**src/rtl/bin2bcd.sv**
```systemverilog
// Sequential double-dabble binary-to-BCD converter: one bit per cycle, registered results.
// Optional BIN2BCD_SATURATE_EN: on overflow, o_digits load all nines instead of value mod 10^DIGITS.
module bin2bcd #(
  parameter int WIDTH  = 14,
  parameter int DIGITS = 4
) (
  input  logic                  i_clk,
  input  logic                  i_rst,
  input  logic                  i_start,
  input  logic [WIDTH-1:0]      i_value,
  output logic [DIGITS*4-1:0]   o_digits,
  output logic                  o_busy,
  output logic                  o_done,
  output logic                  o_overflow
);

  localparam int CW = $clog2(WIDTH + 1);

  typedef enum logic [1:0] {
    IDLE,
    SHIFT,
    DONE
  } state_t;

  state_t                r_state;
  logic [WIDTH-1:0]      r_bin;
  logic [DIGITS*4-1:0]   r_acc;
  logic                  r_ovf;
  logic [CW-1:0]         r_cnt;
  logic [DIGITS*4-1:0]   r_digits;
  logic                  r_overflow;
  logic                  r_done;
  logic                  r_busy;

  logic [DIGITS*4-1:0]   w_adj;
  logic [DIGITS*4-1:0]   w_result;
  logic                  w_accept;

  // Add-3 correction applied to every digit before the shift.
  always_comb begin
    w_adj = r_acc;
    for (int unsigned d = 0; d < DIGITS; d++) begin
      if (r_acc[d*4 +: 4] >= 4'd5)
        w_adj[d*4 +: 4] = r_acc[d*4 +: 4] + 4'd3;
    end
  end

  always_comb begin
`ifdef BIN2BCD_SATURATE_EN
    w_result = r_ovf ? {DIGITS{4'h9}} : r_acc;
`else
    w_result = r_acc;
`endif
  end

  assign w_accept = i_start && ((r_state == IDLE) || (r_state == DONE));

  always_ff @(posedge i_clk) begin
    if (i_rst) begin
      r_state    <= IDLE;
      r_bin      <= '0;
      r_acc      <= '0;
      r_ovf      <= 1'b0;
      r_cnt      <= '0;
      r_digits   <= '0;
      r_overflow <= 1'b0;
      r_done     <= 1'b0;
      r_busy     <= 1'b0;
    end else begin
      r_done <= 1'b0;
      case (r_state)
        IDLE: begin
          if (w_accept) begin
            r_state <= SHIFT;
            r_busy  <= 1'b1;
          end
        end
        SHIFT: begin
          // A 1 leaving the top digit means the value does not fit; latch it.
          r_acc <= {w_adj[DIGITS*4-2:0], r_bin[WIDTH-1]};
          r_ovf <= r_ovf | w_adj[DIGITS*4-1];
          r_bin <= r_bin << 1;
          r_cnt <= r_cnt + CW'(1);
          if (r_cnt == CW'(WIDTH - 1)) begin
            r_state <= DONE;
            r_busy  <= 1'b0;
          end
        end
        DONE: begin
          r_digits   <= w_result;
          r_overflow <= r_ovf;
          r_done     <= 1'b1;
          if (w_accept) begin
            r_state <= SHIFT;
            r_busy  <= 1'b1;
          end else begin
            r_state <= IDLE;
          end
        end
        default: begin
          r_state <= IDLE;
          r_busy  <= 1'b0;
        end
      endcase

      if (w_accept) begin
        r_bin <= i_value;
        r_acc <= '0;
        r_ovf <= 1'b0;
        r_cnt <= '0;
      end
    end
  end

  assign o_digits   = r_digits;
  assign o_busy     = r_busy;
  assign o_done     = r_done;
  assign o_overflow = r_overflow;

endmodule
```
**config.mk**
```make
export PLATFORM = sky130hd
export DESIGN_NAME = bin2bcd
export DESIGN_NICKNAME = d
export VERILOG_FILES = /design/src/rtl/bin2bcd.sv
export SDC_FILE = /design/constraint.sdc
export NUM_CORES = 1
export LEC_CHECK = 0
export CAP_MARGIN = 30
export CORE_MARGIN = 4
export CORE_UTILIZATION = 48
export DETAILED_ROUTE_END_ITERATION = 10
export GPL_TIMING_DRIVEN = 0
export PLACE_DENSITY = 0.79
export REMOVE_ABC_BUFFERS = 1
export SYNTH_ARGS = -nofsm -noshare
export SYNTH_HDL_FRONTEND = slang
export SYNTH_SLANG_ARGS = --single-unit
```
**constraint.sdc**
```tcl
create_clock -name i_clk -period 1.4 [get_ports i_clk]
set_input_delay 0.21 -clock i_clk [delete_from_list [all_inputs] [get_ports i_clk]]
set_output_delay 0.21 -clock i_clk [all_outputs]
set_load 0.01 [all_outputs]
```
==> results.ini, run 1 <==
[cts]
cts_tree = done
worstSkewPairLatency_ps = 300
clockRootBuffer = clkbuf_8
clkTransAtPathRegs_ps = 100
cts_buffers = 5
h-tree-depth = 2
clock_sinks = 56
holdBufCountCts = 0
cts_max_path_buffers = 2

[timing]
setup_tns_ps = -127
final.setup.worst_slack_ps = -42.1
clock.fmax_mhz = 693
slew_viol_final = 0
max_slew.worst_pin.slew_ps = 495
period_share_pct = 103
rsz0062_at_grt = true
final-setup-viol-count = 5
min_period_ps = 1440
hold_viol = 0
clock_skew_ps = 7.29
slew_headroom_pct = 67.0

[die]
ioPinCount = 36
start_util_pct = 50.3
die_w_um = 78.8
die_h_um = 78.8
core-area_um2 = 4790
std_cell_rows = 25
die_area_um2 = 6210

[place]
hpwl_um = 3260
port-buffer-count = 35
dp.cells = 378
routabilityCongestion = 0.739

[grt]
grt_pass1_vias = 2060
track_usage_pct = 17.7
grt_pass1_wl_um = 9160
grt_overflow = 0
antenna_found_initial = 0
met1_usage_pct = 21.9
grtUsageMet3_pct = 3.17
use_met2_pct = 31.7
grt_max_degree = 33
busiest_layer = met2

[cells_and_area]
drive_gt1_share_pct = 23.1
register_area_um2 = 1150
stdcell_count = 413
final_nets = 372
layout_commonest_cell = nand2_1
diodes = 0
final_cell_mix = nand2_1 (59), dfxtp_1 (46), a21oi_1 (24), nor2_1 (23), buf_4 (23)
postLayoutCoreUtil_pct = 69.7
syn_to_final_growth_pct = 38.5
multi_input_area_um2 = 1380
fillCellCount = 379

[worst_setup_path]
rrSetupSlack_ps = -40
r2r_end = r_acc[5]
worstPathRequired_ps = 1600
reg2reg_depth = 6
r2r-start = r_acc[5]
endpoint_kind = flop
worstPathMaxFanout = 5
arrival_ps = 1640
worstSetupPathType = reg2reg
critPathLaunch = r_acc[5]
startpoint_type = flop

[yosys]
synth_fa_ha_area_share_pct = 5.20
netlist_area_um2 = 2410
synth_top_family_by_area = simple AND/OR/NAND/NOR gates
avgSynthCellArea_um2 = 8.24
synth_warnings = 0
yosysTopAreaCell = dfxtp_1
synth_compound_area_share_pct = 16.5
ys_ff_latch = 56
yosys.area_share.xor_xnor_pct = 2.18
ys_types = 31
synth_cells = 292
synth.top_cell.area_share_pct = 46.6
synth_area_leaders = dfxtp_1 (47%), nand2_1 (9.2%), a21oi_1 (6.0%), ha_1 (5.2%), nor2_1 (3.6%)
synthMuxAreaShare_pct = 0.416
yosysSeqAreaShare_pct = 46.6
yosys.area_share.simple_pct = 24.2

[power]
ir_drop_mv = 0.805
p_per_area_nw_per_um2 = 867
p_leak_nw = 1.37
finalPower_w = 0.00289

[route]
detail_route.wl_per_cell_um = 14.9
detail_route.iter0.violations = 162
vias_per_cell = 5.62
antenna_left = 0
drt-total-wl_um = 6150
firstDrtPassIters = 5
via_count = 2323
drc_errors = 0

[outcome]
outcome = finished, violations left
violations = setup timing

[worst_hold_path]
worstHoldPathCells = 2
holdPathEnd = o_digits[0]
min_from = o_digits[0]
hold_class = reg2reg

[job]
drv_cap = 0

[report_power, final]
group / total [W] / switching, W / internal (W)
registers: 0.00167 / 0.0000359 / 0.00163
clock network: 0.000880 / 0.000525 / 0.000355
logic: 0.000344 / 0.000190 / 0.000154
total: 0.00289 / 0.000750 / 0.00214
[critical path: stages (launching register included)]
cell      delay [ps]
dfxtp_4          370
inv_4             70
ha_1             150
nand2b_4         130
a21oi_4           70
or4_4            440
o311ai_1         110
[metal layers]
| metal | share of wire (%) | up-vias |
|---|---|---|
| met5 | 0 | - |
| met4 | 1.9 | 0 |
| met3 | 6.1 | 10 |
| met2 | 50 | 91 |
| met1 | 43 | 1089 |
| li1 | - | 1133 |
[worst max path at each step]
stage	endpoint	slack (ps)	cells past startpoint
after CTS	r_acc[9]	-10	4
after global placement	r_acc[1]	-1680	4
after floorplan	r_acc[13]	-720	4
after detailed placement	r_acc[1]	-1440	5
after global routing	r_acc[5]	-100	6
final	r_acc[5]	-40	6
[logic make-up after synthesis]
group                      count (synthesis)
and+or+nand+nor                          127
AOI/OAI and AO/OA                         64
DFF                                       56
buffers and inverters                     28
adders and majority gates                 10
xor gates and xnor gates                   6
muxes                                      1
[timing repair]
action	4_1_cts	5_1_grt
cloned	2	2
pin swaps	2	4
buffers inserted	10	13
endpoints found under the setup margin	47	38
endpoints found under the hold margin	0	0
resized for setup	46	41
[metrics by stage]
stage	setup WS, ps	hold slack (ps)	instance area [um^2]
finish	-42.1	457	3330
global route	-97.4	477	3330
CTS	-10.0	460	3060
detailed placement	-1440	445	2800
global placement	-1680	440	2760
floorplan	-720	279	2320
[layout make-up]
cell class,instances,area share [%]
multi-input combinational,212,41.5
sequential,56,34.4
timing repair buffer,61,17.5
tap,67,2.51
clock buffer,5,2.06
inverter,9,1.24
clock inverter,3,0.713
[synthesized netlist by cell type]
library cell,number
o31ai_1,2
buf_1,6
ha_1,10
buf_2,6
nor2_2,1
o32ai_1,2
and2b_1,1
a21oi_1,29
nand3_1,6
nor2b_1,2
or3_1,1
xnor2_1,1
nand2b_1,8
mux2i_1,1
o21bai_1,1
nor2_1,23
or4_1,8
o211ai_1,5
o22ai_1,7
o21ai_0,7
dfxtp_1,56
xor2_1,5
a311oi_1,6
nor3_1,9
inv_1,9
nand2_1,59
nand4_1,9
buf_6,1
clkbuf_1,6
o311ai_1,4
a211oi_1,1
[flip-flops by register name, summed over array words and instances (netlist names)]
signal,flops
o_overflow,1
r_acc,16
r_cnt,4
o_done,1
r_ovf,1
o_digits,16
o_busy,1
r_state,2
r_bin,14
(Power assumes the default switching activity.)
==> run 2: changes to the inputs <==
- CORE_UTILIZATION: 48 -> 53
- PLACE_DENSITY: 0.79 -> 0.82
- clock period: 1.4 -> 1.85 ns (I/O delays scaled with it)
==> results.ini, run 2 (same netlist as run 1, synthesis figures left out) <==
[grt]
grt_pass1_vias = 2007
track_usage_pct = 19.3
antenna_found_initial = 0
grt_max_degree = 30
grt_overflow = 0
grt_pass1_wl_um = 8580

[power]
internal_power_w = 0.00165
power_switching_w = 0.000524
p_clk_share_pct = 31.1
seqPwrFrac_pct = 58.3
p_per_area_nw_per_um2 = 743
p_leak_nw = 0.999
pwr-share-comb_pct = 10.6
finalPower_w = 0.00217
ir_drop_mv = 0.479
p_sw_share_pct = 24.1

[cts]
cts_tree = done
cts_max_path_buffers = 2
clockRootBuffer = clkbuf_8
holdBufCountCts = 0
clkTransAtPathRegs_ps = 90
clock_sinks = 56
worstSkewPairLatency_ps = 310
h-tree-depth = 2
cts_buffers = 5

[cells_and_area]
register_area_um2 = 1120
syn_to_final_growth_pct = 21.6
drive_gt1_share_pct = 5.30
diodes = 0
fillCellCount = 396
final_cell_mix = nand2_1 (59), dfxtp_1 (55), clkdlybuf4s50_1 (34), a21oi_1 (29), nor2_1 (23)
final_nets = 347
postLayoutCoreUtil_pct = 66.8
multi_input_area_um2 = 1190
layout_commonest_cell = nand2_1
finalInstanceArea_um2 = 2930

[route]
met1_length_um = 2180
via_count = 2132
vias_per_cell = 5.72
drc_errors = 0
firstDrtPassIters = 4
drt-total-wl_um = 5140
detail_route.wl_per_cell_um = 13.8
met3WireLength_um = 235
detail_route.iter0.violations = 127
antenna_left = 0
routed.top_layer = met4
wl_met2_um = 2640

[worst_hold_path]
hold_class = in2reg
worstHoldPathCells = 2

[job]
drv_cap = 0

[die]
die_area_um2 = 5680
start_util_pct = 54.9
die_h_um = 75.4
die_w_um = 75.4
ioPinCount = 36
core-area_um2 = 4380
std_cell_rows = 24

[place]
port-buffer-count = 35
routabilityCongestion = 0.825
hpwl_um = 3480
postPlaceCellArea_um2 = 2810

[timing]
min_period_ps = 1740
max_slew.worst_pin.slew_ps = 714
period_share_pct = 94.0
slew_headroom_pct = 52.4
final-setup-viol-count = 0
hold-worst-slack_ps = 414
setup_tns_ps = 0
clock.fmax_mhz = 575
slew_viol_final = 0
clock_skew_ps = 7.42
rsz0062_at_grt = false
hold_viol = 0

[worst_setup_path]
arrival_ps = 1950
reg2reg_depth = 4
endpoint_kind = flop
worstPathMaxFanout = 29
worstPathRequired_ps = 2070
startpoint_type = input pin
worstSetupPathType = in2reg

[outcome]
outcome = finished, final reports clean

==> run 2: final cells by class <==
type                       instances  area share, %
multi-input combinational        209           40.7
tap                               52           2.22
inverter                           9           1.15
sequential                        56           38.3
timing repair buffer              39           14.5
clock buffer                       8           3.08
==> run 2: critical path, stage by stage <==
cell             delay [ps]
clkdlybuf4s50_1         550
nand2b_4                230
nand2b_4                210
or4_1                   560
o311ai_1                100
==> run 2: repair_timing <==
action                                 in CTS  in global routing
gates resized for setup                     5                  4
endpoints found under the hold margin       0                  0
setup endpoints to repair                  22                  1
buffers inserted                            0                  0
cloned                                      0                  1
==> run 2: path summary, 6_finish.rpt <==
| kind | end | slack, ps | from |
|---|---|---|---|
| worst max-delay path | r_acc[13] | 110 | i_start |
| worst min-delay path | o_digits[2] | 410 | i_rst |
| worst max register to register | r_acc[13] | 210 | r_state[0] |
| worst min register to register | o_digits[13] | 460 | o_digits[13] |
==> run 2: power by group through the flow <==
| stage | registers, W | clock network (W) | logic, W |
|---|---|---|---|
| after floorplan | 0.00129 | 0 | 0.000112 |
| after global placement | 0.00129 | 0 | 0.000191 |
| after detailed placement | 0.00129 | 0 | 0.000223 |
| after CTS | 0.00127 | 0.000699 | 0.000229 |
| after global routing | 0.00127 | 0.000736 | 0.000257 |
| final | 0.00127 | 0.000675 | 0.000232 |
==> run 2: stage by stage <==
step           setup WS [ps]  instances
3_3_place_gp           -1320        360
5_1_grt                 39.7        373
4_1_cts                 91.2        372
6_report                 112        373
3_5_place_dp           -1100        364
2_1_floorplan           -270        273
==> run 2: metal layers <==
layer  GRT usage (%)  up-vias
li1                -     1077
met1            22.2      990
met2            35.1       58
met3            3.96        7
met4            6.80        0
met5               0        -
